**src/rtl/pong_pkg.sv**
```systemverilog
// Shared types and constants for the pong game-flow controller.
// Holds the FSM state encoding, text overlay masks, timer reload and BCD helper.
package pong_pkg;

  typedef enum logic [1:0] {
    ST_NEWGAME = 2'b00,
    ST_PLAY    = 2'b01,
    ST_NEWBALL = 2'b10,
    ST_OVER    = 2'b11
  } state_t;

  localparam logic [3:0] TEXT_SCORE = 4'b1000;
  localparam logic [3:0] TEXT_LOGO  = 4'b0100;
  localparam logic [3:0] TEXT_RULE  = 4'b0010;
  localparam logic [3:0] TEXT_OVER  = 4'b0001;

  localparam logic [3:0] TEXT_NEWGAME =
    TEXT_SCORE | TEXT_LOGO | TEXT_RULE;
  localparam logic [3:0] TEXT_PLAY = TEXT_SCORE;
  localparam logic [3:0] TEXT_END  =
    TEXT_SCORE | TEXT_OVER;

  localparam logic [6:0] TIMER_RELOAD = 7'd127;

  typedef struct packed {
    logic [3:0] dig1;
    logic [3:0] dig0;
  } score_t;

  // 2-digit BCD increment; 99 rolls over to 00.
  function automatic score_t bcd_inc(score_t s);
    score_t r;
    r = s;
    if (s.dig0 == 4'd9) begin
      r.dig0 = 4'd0;
      if (s.dig1 == 4'd9)
        r.dig1 = 4'd0;
      else
        r.dig1 = s.dig1 + 4'd1;
    end else begin
      r.dig0 = s.dig0 + 4'd1;
    end
    return r;
  endfunction

endpackage

```
**src/rtl/pong_game_ctrl_if.sv**
```systemverilog
// Bundle between the game controller and the rest of the pong pipeline.
// master: game/graphics/timer side; slave: the controller.
interface pong_game_ctrl_if #(
  parameter int BALL_W = 2
);

  logic [1:0]        btn;
  logic              hit;
  logic              miss;
  logic              refr_tick;
  logic              timer_up;
  logic              timer_start;
  logic              timer_tick;
  logic              gra_still;
  logic [BALL_W-1:0] ball_cnt;
  logic [3:0]        dig1;
  logic [3:0]        dig0;
  logic [3:0]        text_on;

  modport master (
    output btn,
    output hit,
    output miss,
    output refr_tick,
    output timer_up,
    input  timer_start,
    input  timer_tick,
    input  gra_still,
    input  ball_cnt,
    input  dig1,
    input  dig0,
    input  text_on
  );

  modport slave (
    input  btn,
    input  hit,
    input  miss,
    input  refr_tick,
    input  timer_up,
    output timer_start,
    output timer_tick,
    output gra_still,
    output ball_cnt,
    output dig1,
    output dig0,
    output text_on
  );

endinterface

```
**src/rtl/pong_score_counter.sv**
```systemverilog
// Two-digit BCD score counter: clk, reset, d_inc, d_clr in; dig1/dig0 out.
// d_clr has priority over d_inc; 99 + inc wraps to 00.
module pong_score_counter
  import pong_pkg::*;
(
  input  logic       clk,
  input  logic       reset,
  input  logic       d_inc,
  input  logic       d_clr,
  output logic [3:0] dig1,
  output logic [3:0] dig0
);

  score_t q;

  always_ff @(posedge clk or posedge reset) begin
    if (reset)
      q <= '0;
    else if (d_clr)
      q <= '0;
    else if (d_inc)
      q <= bcd_inc(q);
  end

  assign dig1 = q.dig1;
  assign dig0 = q.dig0;

endmodule

```
**src/rtl/pong_game_ctrl.sv**
```systemverilog
// Pong game-flow FSM: NEWGAME/PLAY/NEWBALL/OVER, ball count and score.
// Ports: clk, reset (async high), bus (slave side of pong_game_ctrl_if).
module pong_game_ctrl
  import pong_pkg::*;
#(
  parameter int NUM_BALLS = 3,
  parameter int BALL_W    = 2
) (
  input  logic clk,
  input  logic reset,
  pong_game_ctrl_if.slave bus
);

  localparam logic [BALL_W-1:0] BALLS_FULL =
    BALL_W'(NUM_BALLS);
  localparam logic [BALL_W-1:0] BALLS_FIRST =
    BALL_W'(NUM_BALLS - 1);

  state_t            state;
  state_t            state_nxt;
  logic [BALL_W-1:0] ball_cnt;
  logic [BALL_W-1:0] ball_cnt_nxt;

  logic btn_press;
  logic miss_only;
  logic st_newgame;
  logic st_play;
  logic st_newball;
  logic st_over;

  logic       gra_still;
  logic       timer_start;
  logic [3:0] text_on;
  logic       score_inc;
  logic       score_clr;

  assign btn_press = |bus.btn;
  // A hit in the same cycle masks the miss.
  assign miss_only = bus.miss & ~bus.hit;

  assign st_newgame = (state == ST_NEWGAME);
  assign st_play    = (state == ST_PLAY);
  assign st_newball = (state == ST_NEWBALL);
  assign st_over    = (state == ST_OVER);

  always_ff @(posedge clk or posedge reset) begin
    if (reset) begin
      state    <= ST_NEWGAME;
      ball_cnt <= BALLS_FULL;
    end else begin
      state    <= state_nxt;
      ball_cnt <= ball_cnt_nxt;
    end
  end

  always_comb begin
    state_nxt    = state;
    ball_cnt_nxt = ball_cnt;
    unique case (state)
      ST_NEWGAME: begin
        ball_cnt_nxt = BALLS_FULL;
        if (btn_press) begin
          state_nxt    = ST_PLAY;
          ball_cnt_nxt = BALLS_FIRST;
        end
      end
      ST_PLAY: begin
        if (miss_only) begin
          if (ball_cnt == '0) begin
            state_nxt = ST_OVER;
          end else begin
            state_nxt    = ST_NEWBALL;
            ball_cnt_nxt = ball_cnt - 1'b1;
          end
        end
      end
      ST_NEWBALL: begin
        if (bus.timer_up && btn_press)
          state_nxt = ST_PLAY;
      end
      ST_OVER: begin
        if (bus.timer_up) begin
          state_nxt    = ST_NEWGAME;
          ball_cnt_nxt = BALLS_FULL;
        end
      end
      default: begin
        state_nxt    = ST_NEWGAME;
        ball_cnt_nxt = BALLS_FULL;
      end
    endcase
  end

  always_comb begin
    gra_still   = 1'b1;
    text_on     = TEXT_NEWGAME;
    timer_start = 1'b0;
    score_inc   = 1'b0;
    score_clr   = 1'b0;
    unique case (1'b1)
      st_newgame: begin
        score_clr = 1'b1;
      end
      st_play: begin
        gra_still   = 1'b0;
        text_on     = TEXT_PLAY;
        score_inc   = bus.hit;
        timer_start = miss_only;
      end
      st_newball: begin
        text_on = TEXT_PLAY;
      end
      st_over: begin
        text_on = TEXT_END;
      end
      default: begin
        gra_still = 1'b1;
      end
    endcase
  end

  pong_score_counter u_score (
    .clk   (clk),
    .reset (reset),
    .d_inc (score_inc),
    .d_clr (score_clr),
    .dig1  (bus.dig1),
    .dig0  (bus.dig0)
  );

  assign bus.timer_tick  = bus.refr_tick;
  assign bus.timer_start = timer_start;
  assign bus.gra_still   = gra_still;
  assign bus.text_on     = text_on;
  assign bus.ball_cnt    = ball_cnt;

endmodule

```
**src/flat_wrapper.sv**
```systemverilog
// flat-port wrapper written by rule: the top's interface ports become plain ports
module pong_game_ctrl_flat import pong_pkg::*;
#(
  parameter int NUM_BALLS = 3,
  parameter int BALL_W    = 2
)
  (clk, reset, bus_btn, bus_hit, bus_miss, bus_refr_tick, bus_timer_up, bus_timer_start, bus_timer_tick, bus_gra_still, bus_ball_cnt, bus_dig1, bus_dig0, bus_text_on);
  pong_game_ctrl_if #(.BALL_W(BALL_W)) bus_i ();
  input  logic clk;
  input  logic reset;
  input wire logic [$bits(bus_i.btn)-1:0] bus_btn;
  input wire logic [$bits(bus_i.hit)-1:0] bus_hit;
  input wire logic [$bits(bus_i.miss)-1:0] bus_miss;
  input wire logic [$bits(bus_i.refr_tick)-1:0] bus_refr_tick;
  input wire logic [$bits(bus_i.timer_up)-1:0] bus_timer_up;
  output wire logic [$bits(bus_i.timer_start)-1:0] bus_timer_start;
  output wire logic [$bits(bus_i.timer_tick)-1:0] bus_timer_tick;
  output wire logic [$bits(bus_i.gra_still)-1:0] bus_gra_still;
  output wire logic [$bits(bus_i.ball_cnt)-1:0] bus_ball_cnt;
  output wire logic [$bits(bus_i.dig1)-1:0] bus_dig1;
  output wire logic [$bits(bus_i.dig0)-1:0] bus_dig0;
  output wire logic [$bits(bus_i.text_on)-1:0] bus_text_on;
  assign bus_i.btn = bus_btn;
  assign bus_i.hit = bus_hit;
  assign bus_i.miss = bus_miss;
  assign bus_i.refr_tick = bus_refr_tick;
  assign bus_i.timer_up = bus_timer_up;
  assign bus_timer_start = bus_i.timer_start;
  assign bus_timer_tick = bus_i.timer_tick;
  assign bus_gra_still = bus_i.gra_still;
  assign bus_ball_cnt = bus_i.ball_cnt;
  assign bus_dig1 = bus_i.dig1;
  assign bus_dig0 = bus_i.dig0;
  assign bus_text_on = bus_i.text_on;
  pong_game_ctrl #(.NUM_BALLS(NUM_BALLS), .BALL_W(BALL_W)) u_core (.clk(clk), .reset(reset), .bus(bus_i));
endmodule
```
**config.mk**
```make
export PLATFORM = sky130hd
export DESIGN_NAME = pong_game_ctrl_flat
export DESIGN_NICKNAME = d
export VERILOG_FILES = /design/src/rtl/pong_pkg.sv /design/src/rtl/pong_game_ctrl_if.sv /design/src/rtl/pong_score_counter.sv /design/src/rtl/pong_game_ctrl.sv /design/src/flat_wrapper.sv
export SDC_FILE = /design/constraint.sdc
export NUM_CORES = 1
export LEC_CHECK = 0
export BUFFER_PORTS_ARGS = -buffer_cell sky130_fd_sc_hd__buf_2
export CORE_MARGIN = 5
export CORE_UTILIZATION = 45
export CTS_BUF_LIST = sky130_fd_sc_hd__clkbuf_8
export DETAILED_ROUTE_END_ITERATION = 7
export GPL_TIMING_DRIVEN = 0
export PLACE_DENSITY = 0.72
export SLEW_MARGIN = 25
export SYNTH_ARGS = -nofsm -noshare
export SYNTH_HDL_FRONTEND = slang
export SYNTH_SLANG_ARGS = --single-unit
```
**constraint.sdc**
```tcl
create_clock -name clk -period 2 [get_ports clk]
set_input_delay 0.1 -clock clk [delete_from_list [all_inputs] [get_ports clk]]
set_output_delay 0.1 -clock clk [all_outputs]
set_load 0.02 [all_outputs]
```
# Word level (Yosys, flattened, before mapping)
# Index checks and enable logic that the tools add are counted.
# classes
n_eq_ne	10
add_sub_neg	3
muxes	21
reduce_logical	11
bitwise	2
# ops
op	n
$mux 8	2
$mux 2	7
$mux 4	3
$add 4x1->4 const B	2
$eq 4x4->1 const B	2
$pmux 2 s4	1
$reduce_and 4->1	2
$mux 1	6
$ne 2x2->1 const B	3
$pmux 2 s3	1
$pmux 3 s2	1
$eq 2x2->1 const B	2
$logic_not 2->1	2
$ne 2x1->1 const B	2
$reduce_bool 2->1	2
$reduce_or 2->1	2
$reduce_bool 3->1	1
$eq 2x1->1 const B	1
$reduce_and 2->1	1
$sub 2x1->2 const B	1
$and 1x1->1	1
$logic_and 1x1->1	1
$not 1->1	1
# word_totals
input_bits	8
register_bits	12
wordCells	51
output_inout_bits	17

# Longest topological paths before layout
# Gate-level depths: netlist of run 1.
# depth
depth_word	5
depth_mapped	5
ltp_nobuf	5

# Cells and area by module
# From an unflattened synthesis of run 1, not the netlist that was laid out.
# hier_totals
cells_unflattened	83
area_unflattened_um2	840.8
# by_module_without_submodules
module	instances	seq_area_each_um2	area_per_inst_um2	cells_each
pong_score_counter	1	200.2	503.0	48
pong_game_ctrl	1	102.6	337.8	35

# Least setup slack after synthesis of run 1
# No wires, ideal clock.
# synth_path
kind	register to register
start	register u_core.ball_cnt[0], in the netlist u_core.bus.ball_cnt[0]
end	register u_core.ball_cnt[0], in the netlist u_core.bus.ball_cnt[0]
t_required_ns	1.917
stages_incl_launch_ff	6
setup_time_ns	0.083
synth_period_minus_slack_ns	1.881
n_path_buf	0
setup_slack_ns	0.119
arrival_ns	1.798
cell_sequence	dfstp_2 -> inv_1 -> ha_1 -> nor3b_1 -> mux2_2 -> a221o_1
# synth_between
elab_chain_cells	4
elab_cells_between_ends	7
cone_classes	add/sub (1); eq/ne (1); mux (3); reduce/logical (2)
# synth_lines
item	line	rtl
start: declaration	pong_game_ctrl.sv:21	logic [BALL_W-1:0] ball_cnt;
start signal: assignment	pong_game_ctrl.sv:52	ball_cnt <= ball_cnt_nxt;
$sub 2x1->2	pong_game_ctrl.sv:73	ball_cnt_nxt = ball_cnt - 1'b1;
$mux 2	pong_game_ctrl.sv:69	if (ball_cnt == '0) begin
$mux 2	pong_game_ctrl.sv:68	if (miss_only) begin
$pmux 2 s3	pong_game_ctrl.sv:59	unique case (state)
# Parallel ways exist; a longest one is shown, timed or not. The select of a mux whose other input is x is not followed.
# A chain may end at the register's enable or synchronous reset.

# Final worst setup path of run 1
# Same ends and word-level chain as after synthesis.

==> results of run 1 <==
-- power breakdown --
part / total, uW / internal (uW) / switching (uW)
logic: 774 / 322 / 452
registers: 457 / 345 / 112
clock network: 264 / 174 / 90.5
total: 1490 / 841 / 654
-- placed cells by master, fill, tap and decap left out, types with 3 or more instances in the layout --
cell type	Yosys	routed
sky130_fd_sc_hd__a21oi_1	4	4
sky130_fd_sc_hd__buf_2	1	23
sky130_fd_sc_hd__buf_4	3	3
sky130_fd_sc_hd__clkbuf_8	0	4
sky130_fd_sc_hd__dfrtp_1	10	10
sky130_fd_sc_hd__ha_1	5	5
sky130_fd_sc_hd__inv_1	6	6
sky130_fd_sc_hd__mux2_2	4	4
sky130_fd_sc_hd__nand2_1	6	6
sky130_fd_sc_hd__nand3_1	3	3
sky130_fd_sc_hd__nor2_1	5	5
-- timing repair --
item,in CTS,in global routing
hold buffers,1,0
endpoints found under the setup margin,0,1
gates resized for setup,0,1
endpoints found under the hold margin,10,0
-- worst paths after layout --
path | start | end | slack (ns)
min reg2reg | u_core.u_score.dig1[1] | u_core.u_score.dig1[1] | 0.59
max reg2reg | u_core.bus.ball_cnt[0] | u_core.bus.ball_cnt[0] | 0.18
max in group asynchronous | reset | u_core.bus.ball_cnt[0] | 1.24
min | bus_btn[0] | u_core.state[1] | 0.18
min in group asynchronous | reset | u_core.u_score.dig1[2] | 0.42
max | u_core.bus.ball_cnt[0] | u_core.bus.ball_cnt[0] | 0.18
-- cells by family after synthesis --
kind of cell    Yosys count  share of synthesized area (%)
buf+inv                  11                           6.65
simple gates             33                           24.6
fa+ha+maj                 5                           7.74
compound gates           18                           16.3
mux                       5                           6.81
other cells               1                          0.464
flops                    12                           37.5
-- flip-flops by register name, indices dropped and copies added (netlist names) --
name / flops
u_core.u_score.dig1: 4
u_core.bus.ball_cnt: 2
u_core.u_score.dig0: 4
u_core.state: 2
-- routing by layer --
layer | up-vias | GRT usage [%] | share of wire [%]
met3 | 4 | 3.99 | 4.4
met1 | 347 | 16.5 | 42
met4 | 0 | 5.53 | 0.74
li1 | 362 | - | -
met5 | - | 0 | 0
met2 | 19 | 26.2 | 53
-- tightest hold or removal path: stages --
cell	delay, ns
sky130_fd_sc_hd__buf_2	0.10
sky130_fd_sc_hd__o31a_1	0.11
sky130_fd_sc_hd__o22ai_1	0.07
-- cell type report --
cell class,count,area [um^2]
plain buffers,5,31.3
well taps,25,31.3
repair buffers,23,120
fillers,165,707
inverters,6,22.5
flip-flops and latches,12,303
multi-input cells,62,457
clock buffers,4,55.1
-- metrics by stage --
step                      hold WS [ns]  area, um^2  worst slack, ns
after floorplan                -0.0367         808            0.119
after global placement           0.138         950           0.0800
after detailed placement         0.143         950           0.0617
after CTS                        0.185        1010           0.0503
after global routing             0.201        1020           0.0936
final                            0.183        1020            0.176
==> results by stage, run 1 <==
Global routing:
- The global-route congestion overflow total is 0.
- The largest net degree at the start of global routing is 13.
- The global-route wire length before repair is 3040 um.
- The total routing usage reported by global routing is 14.8%.
- The number of global-route vias before repair is 720.
- The number of antenna violations at the first check in global routing is 0.

Placement:
- The sum of net half-perimeters after detailed placement is 1410 um.
- Once placement completed, the tool counted placed cells totaling 132.
- At the end of routability-driven placement, the weighted congestion stood at 0.841.
- Buffers placed on the I/O ports in this run total 22.

Setup path:
- The critical path data required time is 2.16 ns.
- In this design, the stage delay of the slowest critical-path cell is 0.55 ns.
- Counting cells, the worst reg-to-reg path comes to 5.
- The critical path runs through a total of 5 cells.
- For this design, the slowest cell found on the critical path is sky130_fd_sc_hd__dfstp_2.
- Together, buffers and inverters on the worst path number 1.
- In this run the worst path has a maximum fanout of 4.
- The kind of cell with the highest combined delay along the critical path is flip-flops.
- Walking the worst path, the cells encountered are inv_1 -> ha_1 -> nor3b_2 -> mux2_2 -> a221o_1.
- The data arrival time of the worst path is 1.99 ns.
- The critical path class is reg2reg.
- The type of element capturing the critical path is a flip-flop.
- The critical path startpoint category is a flip-flop.

Clock network:
- The clock-pin slew of the registers on the worst-case setup and hold paths is 0.05 ns.
- Clock tree synthesis inserted a total of 3 buffers.
- The CTS tree is built.
- CTS built an H-tree with a depth of 1.
- The root cell of the clock tree is sky130_fd_sc_hd__clkbuf_8.
- For the worst-skew pair, the clock arrives at the later sink with an insertion delay of 0.24 ns.
- Buffers added to address setup during post-CTS repair amount to 0.
- The number of sinks on the clock net is 12.
- The clock passes through at most 2 buffers.

STA:
- The worst path needs 1.82 ns of the cycle, external delays included.
- The hold violation count in the final report is 0.
- The final critical path takes up 91.2% of the cycle.
- Setup repair after global routing left no endpoint under its margin.
- The max-slew violation total from the final report is 0.
- Static timing analysis puts the maximum clock frequency at 0.548 GHz.
- Setup violations remaining at the end of the flow were counted as 0.
- The setup TNS after final layout is 0 ns.
- The post-route clock skew is 0.00124 ns.

Synth:
- Synthesis produced a netlist with a net count of 98.
- The most common cell in the synthesized netlist is sky130_fd_sc_hd__dfrtp_1.
- By area the synthesized netlist is led by sky130_fd_sc_hd__dfrtp_1, sky130_fd_sc_hd__ha_1, sky130_fd_sc_hd__dfstp_2.
- The synthesized design spends more area on one cell type than any other, namely sky130_fd_sc_hd__dfrtp_1.
- After synthesis, the mean cell area works out to 9.51 um^2.
- The sequential cell area fraction in the yosys report is 37.5%.
- The mapped netlist covers 808 um^2.
- The synthesized design devotes to its leading area cell type 31.0% of total area.
- The number of library cell types mapped by synthesis is 40.
- Yosys printed 0 warnings.
- By count the netlist is led by sky130_fd_sc_hd__dfrtp_1, sky130_fd_sc_hd__inv_1, sky130_fd_sc_hd__nand2_1, sky130_fd_sc_hd__ha_1, sky130_fd_sc_hd__nor2_1.
- The synthesized flop and latch total is 12.
- The synthesized design contains 0 enable-type register cells.
- The proportion of register bits with asynchronous set or reset after synthesis is 100%.
- The most frequently used flop master after synthesis is sky130_fd_sc_hd__dfrtp_1.
- Counting every instance in the synthesized netlist gives 85.

Pwr:
- The peak supply drop is 0.000735 V.
- For this design the ratio of total power to cell area is 1470 nW/um^2.
- In this run the static leakage power is 0.000508 uW.
- The total design power is 1490 uW.

Route:
- Detailed routing inserted a total of 732 vias.
- The number of search-and-repair iterations in the first detailed-routing pass is 4.
- Dividing the detail-routed wire length by the instance count gives 13.7 um.
- The average via count per standard cell is 5.34.
- The first routing iteration left 11 violations.
- The final routed DRC violation total is 0.
- Once detail routing completed, the nets flagged for antenna violations numbered 0.
- The detailed-route wire length is 1880 um.

Floorplanning:
- Once the floorplan was initialized, standard cells occupied 46.8% of the core.
- The floorplan has 15 rows.
- The die covers 2740 um^2.
- The overall die height is 52.4 um.
- For this design the top-level I/O count stands at 25.
- From left edge to right edge, the die measures 52.4 um.
- The area of the placeable core is 1730 um^2.

Run status:
- The run finished with clean final reports.

Finish:
- In the final layout, the share of cells above drive strength 1 is 35.7%.
- The number of diodes added for antenna fixing is 0.
- The final cell count without fillers is 137.
- The synthesis-to-layout area growth is 26.2%.
- For this run, the post-layout net count is 126.
- For this run, the share of the core covered by cells in the final layout is 59.1%.

Flow run:
- Max-cap violations in this run came to 0.

Hold path:
- The class of the tightest hold or removal check is in2reg.
- Along the worst hold path, the cell count comes to 3.
Note: power is estimated with default switching activity, not from simulation.
==> run 2, diff against run 1 <==
==> constraint.sdc (replaced) <==
create_clock -name clk -period 2 [get_ports clk]
set_input_delay 0.4 -clock clk [delete_from_list [all_inputs] [get_ports clk]]
set_output_delay 0.4 -clock clk [all_outputs]
set_load 0.02 [all_outputs]
==> run 2 against run 1 <==
  * Wire length down 0.90%
  * Non-clock buffer count fell by 1
  * Worst setup slack unchanged
  * Total power decreased by 0.10%
  * Clock skew unchanged
  * Clock power is essentially flat
  * Die area stayed put
  * Hold slack got worse by 0.019 ns
  * Via count is 0.55% lower
  * Sequential power is essentially flat
  * Utilization down 0.58 points
  * First-iteration DRC count did not move
  * Critical path type unchanged
  * Critical endpoint unchanged
  * Largest cell class unchanged
==> results by stage, run 2 (synthesized netlist as in run 1, its figures left out) <==
Run status:
- The run finished with clean final reports.

Route:
- The routed layout has 728 vias.
- The average via count per standard cell is 5.35.
- In the final routed layout, each cell accounts on average for 13.7 um.
- The number of antenna-violating nets in the routed design is 0.
- The final layout contains routed wiring with a total length of 1860 um.
- The final routed DRC violation total is 0.
- The number of search-and-repair iterations in the first detailed-routing pass is 4.
- The DRC violation total after the first TritonRoute iteration is 11.

Placement:
- The final weighted congestion in routability-driven placement is 0.841.
- After legalization and detailed placement, the total HPWL measured 1410 um.
- The instance count after placement with tap cells included is 132.
- The count of input and output buffers is 22.
- Timing analysis after detailed placement gives a worst setup slack of 0.0617 ns.

Clock network:
- TritonCTS built the clock tree.
- For the worst-skew pair, the clock arrives at the later sink with an insertion delay of 0.24 ns.
- For this design, the CTS-stage hold fixing added 0 buffers.
- The clock passes through at most 2 buffers.
- The number of setup buffers added after CTS is 0.
- CTS saw 12 sinks.
- The number of H-tree levels is 1.
- The clock-pin slew of the registers on the worst-case setup and hold paths is 0.05 ns.
- The total clock buffers created by CTS is 3.
- The root cell of the clock tree is sky130_fd_sc_hd__clkbuf_8.
- The number of instances resized during post-cts repair is 0.

STA:
- The share of the cycle needed by the critical path after routing is 91.2%.
- Setup violations remaining at the end of the flow were counted as 0.
- The least setup slack across all paths after layout is 0.176 ns.
- In the final timing run, aggregate negative setup slack is 0 ns.
- The smallest clock period supported by the final layout is computed as 1.82 ns.
- The fmax is 0.548 GHz.
- The hold violation count in the final report is 0.
- Setup repair after global routing left no endpoint under its margin.
- The post-route worst hold slack is 0.164 ns.
- The post-route clock skew is 0.00124 ns.
- The max-slew violation total from the final report came to 0.

Setup path:
- Traced cell by cell, the critical path runs through inv_1 -> ha_1 -> nor3b_2 -> mux2_2 -> a221o_1.
- For this run, the slowest stage of the critical path takes 0.55 ns.
- In this run the worst path has a maximum fanout of 4.
- The number of buffers and inverters on the critical path is 1.
- The critical path class is reg2reg.
- The start of the worst register-to-register path is u_core.bus.ball_cnt[0].
- For the worst setup path, the data required time is 2.16 ns.
- At the worst endpoint, the arrival time is 1.99 ns.
- The startpoint of the most critical setup path is u_core.bus.ball_cnt[0].
- The kind of cell with the highest combined delay along the critical path is flip-flops.
- The master of the slowest instance on the critical path is sky130_fd_sc_hd__dfstp_2.
- The slack of the worst reg-to-reg path is 0.18 ns.
- The critical path startpoint category is a flip-flop.
- The type of element capturing the critical path is a flip-flop.

Floorplanning:
- The number of top-level pins is 25.
- In this run the standard cell core region covers 1730 um^2.
- The floorplan step defined a die boundary enclosing 2740 um^2.
- The floorplan step set the die height to 52.4 um.
- The effective utilization at floorplan is 46.8%.
- The number of placement rows is 15.
- The die is 52.4 um wide.

Hold path:
- The path class of the tightest hold or removal check is in2async.

Finish:
- The net count of the finished layout is 125.
- The final design utilization is 58.5%.
- The ratio of cells with drive above 1 in the final layout is 36.0%.
- The number of inserted filler cells in the final layout is 166.
- The most common cell after layout, fill and taps aside is sky130_fd_sc_hd__buf_2.
- The number of antenna diodes in the final layout is 0.
- The final cell count without fillers is 136.
- The synthesis-to-layout area growth is 24.9%.
- The library cells used most frequently in the layout, excluding fill and tap cells, are sky130_fd_sc_hd__buf_2, sky130_fd_sc_hd__dfrtp_1, sky130_fd_sc_hd__nand2_1, sky130_fd_sc_hd__inv_1.

Pwr:
- The leakage power summed over all cells is 0.000504 uW.
- The peak supply drop is 0.000735 V.
- The power per cell area is 1480 nW/um^2.

Global routing:
- Entering global routing, the biggest net connects 13 pins.
- The global-route wire length before repair is 3010 um.
- The met3 usage in global routing is 3.99%.
- The total routing usage reported by global routing is 14.6%.
- The routing usage on met1 is 16.5%.
- The layer with the highest usage is met2.
- The number of antenna violations at the first check in global routing came to 0.
- The number of global-route vias before repair came to 708.
- Global routing finished with a remaining overflow of 0.
- For met2 alone, demand over resource in global routing was 25.8%.

Flow run:
- Across the run, the number of max-cap violations was 0.
## run 2: changes by cell type in the layout (fill, tap and decap cells not counted)
cell,previous run,this run
sky130_fd_sc_hd__dlygate4sd3_1,1,0
## run 2: worst reg2reg max path: cells and delay by family (launching register included)
kind | cells | cell delay, ns
flip-flops | 1 | 0.55
AO/OA/AOI/OAI | 1 | 0.29
buffers and inverters | 1 | 0.06
adder cells (fa/ha/maj) | 1 | 0.22
multiplexers | 1 | 0.36
AND/OR/NAND/NOR | 1 | 0.27
## run 2: metal layers
metal	up-vias	part of all wire (%)
li1	360	-
met1	345	42
met2	19	52
met3	4	4.5
met4	0	0.75
met5	-	0
## run 2: cell type report
type | instances | area (um^2) | area share [%]
timing repair buffer | 22 | 110 | 10.9
inverter | 6 | 22.5 | 2.23
sequential | 12 | 303 | 30.0
multi-input combinational | 62 | 457 | 45.2
clock buffer | 4 | 55.1 | 5.45
buffer | 5 | 31.3 | 3.10
tap | 25 | 31.3 | 3.10
## run 2: power breakdown
group / total (uW) / internal, uW / switching [uW]
registers: 457 / 345 / 112
logic: 772 / 321 / 452
clock network: 264 / 174 / 90.5
total: 1490 / 840 / 654
## run 2: per-stage QoR
step	instance area, um^2	power, uW
final	1010	1490
after global routing	1010	1600
after CTS	1000	1500
after detailed placement	950	1230
after global placement	950	1200
after floorplan	808	1000
## run 2: worst paths after layout
check,endpoint,cells after the start
max reg2reg,u_core.bus.ball_cnt[0],5
min,u_core.u_score.dig1[2],2
min in group clk,u_core.state[1],3
max in group asynchronous,u_core.bus.ball_cnt[0],2
max,u_core.bus.ball_cnt[0],5
min reg2reg,u_core.u_score.dig1[1],1
==> run 3, diff against run 2 <==
- CORE_MARGIN: 5 -> 4
==> run 3 against run 2 <==
  * Sequential power about the same
  * Clock skew about the same
  * Clock power increased by 2%
  * Fmax decreased by 3.2%
  * Hold slack got worse by 0.0031 ns
  * Clock-buffer cell count unchanged
  * Worst setup slack got worse by 0.060 ns
  * Critical path type unchanged
==> results by stage, run 3 (synthesized netlist as in run 1, its figures left out) <==
Run status:
- The flow ran to the end, and the final reports show no timing, DRC or antenna violations.

Placement:
- Timing analysis after detailed placement gives a worst setup slack of 0.109 ns.
- The instance count after placement with tap cells included is 132.
- The count of input and output buffers is 22.
- The congestion estimate from routability-driven global placement came to 0.785.
- The sum of net half-perimeters after detailed placement is 1340 um.

Clock network:
- The tree is rooted in a sky130_fd_sc_hd__clkbuf_8.
- The total clock buffers created by CTS is 3.
- The count of hold-fix buffers inserted at cts is 0.
- In this run the number of H-tree levels came out at 1.
- The number of sinks on the clock net is 12.
- After clock tree synthesis, the repair step resized 0 gates.
- Once the clock tree was built, the setup fixing pass inserted 0 buffers.
- The clock-pin slew of the registers on the worst-case setup and hold paths is 0.06 ns.
- The clock reaches the later pin of the worst-skew pair after 0.24 ns.
- TritonCTS built the clock tree.
- The longest clock path from root to sink contains 2 buffers.

Floorplanning:
- The floorplan step set the die height to 50.4 um.
- The number of placement rows is 15.
- The die covers 2540 um^2.
- The floorplan step defined a core boundary enclosing 1710 um^2.
- The effective utilization at floorplan is 47.3%.
- Measured along the x axis, the die boundary spans 50.4 um.
- 25 I/O pins were placed.

Flow run:
- Across the run, the number of max-cap violations was 0.

STA:
- The hold violation count in the final report is 0.
- Setup repair after global routing left no endpoint under its margin.
- The number of setup violations in the final report is 0.
- The share of the cycle needed by the critical path after routing is 94.2%.
- The least setup slack across all paths after layout is 0.115 ns.
- The clock period minus final worst setup slack is 1.88 ns.
- The post-route clock skew is 0.00171 ns.
- The max-slew violation total from the final report is 0.
- Derived from the worst setup path, the maximum achievable clock frequency is 0.531 GHz.
- Adding up every negative setup slack in the final design gives 0 ns.

Pwr:
- The internal power is 838 uW.
- The clock network is responsible for 18.1% of the overall power.
- The net load switching power is 646 uW.
- IR analysis of the VDD net gives a maximum drop of 0.000700 V.
- The power per cell area is 1480 nW/um^2.
- The sequential share of power is 30.6%.
- The switching power share of the total is 43.5%.
- For this design the static power due to leakage is 0.000501 uW.
- Per report_power, the combinational group accounts for 51.4% of the total.

Finish:
- The number of diodes added for antenna fixing is 0.
- Leaving out fill and tap cells, the most frequent cells in the layout are sky130_fd_sc_hd__buf_2, sky130_fd_sc_hd__dfrtp_1, sky130_fd_sc_hd__nand2_1, sky130_fd_sc_hd__inv_1.
- The most common cell after layout, fill and taps aside is sky130_fd_sc_hd__buf_2.
- From synthesis to final layout, the design area changed by 24.3%.
- The ratio of cells with drive above 1 in the final layout is 35.1%.
- The final cell count without fillers is 136.
- After filler insertion, the fill cell instance count of the layout stands at 148.
- At the end of the flow, the number of nets in the layout was 125.

Global routing:
- The number of antenna violations at the first check in global routing is 0.
- The first global-routing pass estimated 2980 um of wire.
- The number of global-route vias before repair is 674.
- The total routing usage reported by global routing is 15.1%.
- The global-route congestion overflow total is 0.
- Entering global routing, the biggest net connects 13 pins.

Setup path:
- Measured in cells, the most critical reg-to-reg path has a length of 5.
- By startpoint and endpoint, the worst setup path is classified as reg2reg.
- STA classifies the critical path startpoint as a flip-flop.
- The data arrival time of the worst path is 2.05 ns.
- The critical path data required time is 2.17 ns.
- The maximum net fanout on the critical path is 4.
- STA classifies the critical path endpoint as a flip-flop.

Hold path:
- The min-delay analysis places its worst path in the category in2async.

Route:
- The final routed DRC violation total is 0.
- The average via count per standard cell is 5.24.
- Once detail routing completed, the nets flagged for antenna violations numbered 0.
- The average wire per cell in the routed design is 12.9 um.
- Wires add up to 1760 um.
- The number of search-and-repair iterations in the first detailed-routing pass is 4.
- The DRC violation total after the first TritonRoute iteration is 11.
- The overall via count from detail_route is 712.
## run 3: path summary, 6_finish.rpt
path	startpoint	to	slack [ns]
min	reset	u_core.u_score.dig0[2]	0.16
max in group asynchronous	reset	u_core.bus.ball_cnt[1]	1.50
max	u_core.bus.ball_cnt[0]	u_core.bus.ball_cnt[0]	0.12
max reg2reg	u_core.bus.ball_cnt[0]	u_core.bus.ball_cnt[0]	0.12
min in group clk	bus_btn[0]	u_core.state[0]	0.50
min reg2reg	u_core.u_score.dig1[1]	u_core.u_score.dig1[1]	0.59
## run 3: power by group through the flow
stage / sequential, uW / clock (uW) / combinational, uW
after global placement: 452 / 0 / 752
after detailed placement: 458 / 0 / 767
after global routing: 480 / 279 / 846
after CTS: 455 / 272 / 772
final: 454 / 268 / 762
after floorplan: 524 / 0 / 476
## run 3: critical path, cell delays in order (launching register included)
cell	delay (ns)
sky130_fd_sc_hd__dfstp_2	0.54
sky130_fd_sc_hd__inv_1	0.06
sky130_fd_sc_hd__ha_1	0.21
sky130_fd_sc_hd__nor3b_1	0.33
sky130_fd_sc_hd__mux2_2	0.38
sky130_fd_sc_hd__a221o_1	0.29
## run 3: final cells by class
type | instances | area [um^2] | area share, %
Timing Repair Buffer | 22 | 110 | 11.0
Inverter | 6 | 22.5 | 2.24
Clock buffer | 4 | 55.1 | 5.48
Multi-Input combinational cell | 62 | 452 | 45.0
Tap cell | 25 | 31.3 | 3.11
Buffer | 5 | 31.3 | 3.11
Sequential cell | 12 | 303 | 30.1
## run 3: per-stage QoR
step | utilization (%) | hold WS (ns) | area (um^2) | total power (uW)
floorplan | - | 0.263 | 808 | 1000
global placement | 55.6 | 0.429 | 950 | 1200
detailed placement | 55.6 | 0.436 | 950 | 1220
CTS | 58.8 | 0.177 | 1000 | 1500
global route | 58.8 | 0.220 | 1000 | 1610
finish | 58.8 | 0.161 | 1000 | 1480
## run 3: routing by layer
metal | wire length (um) | global-route usage, % | vias up
met5 | 0 | 0 | -
met3 | 101 | 2.08 | 2
met4 | 19 | 6.73 | 0
met2 | 847 | 24.6 | 20
li1 | - | - | 359
met1 | 789 | 19.9 | 331
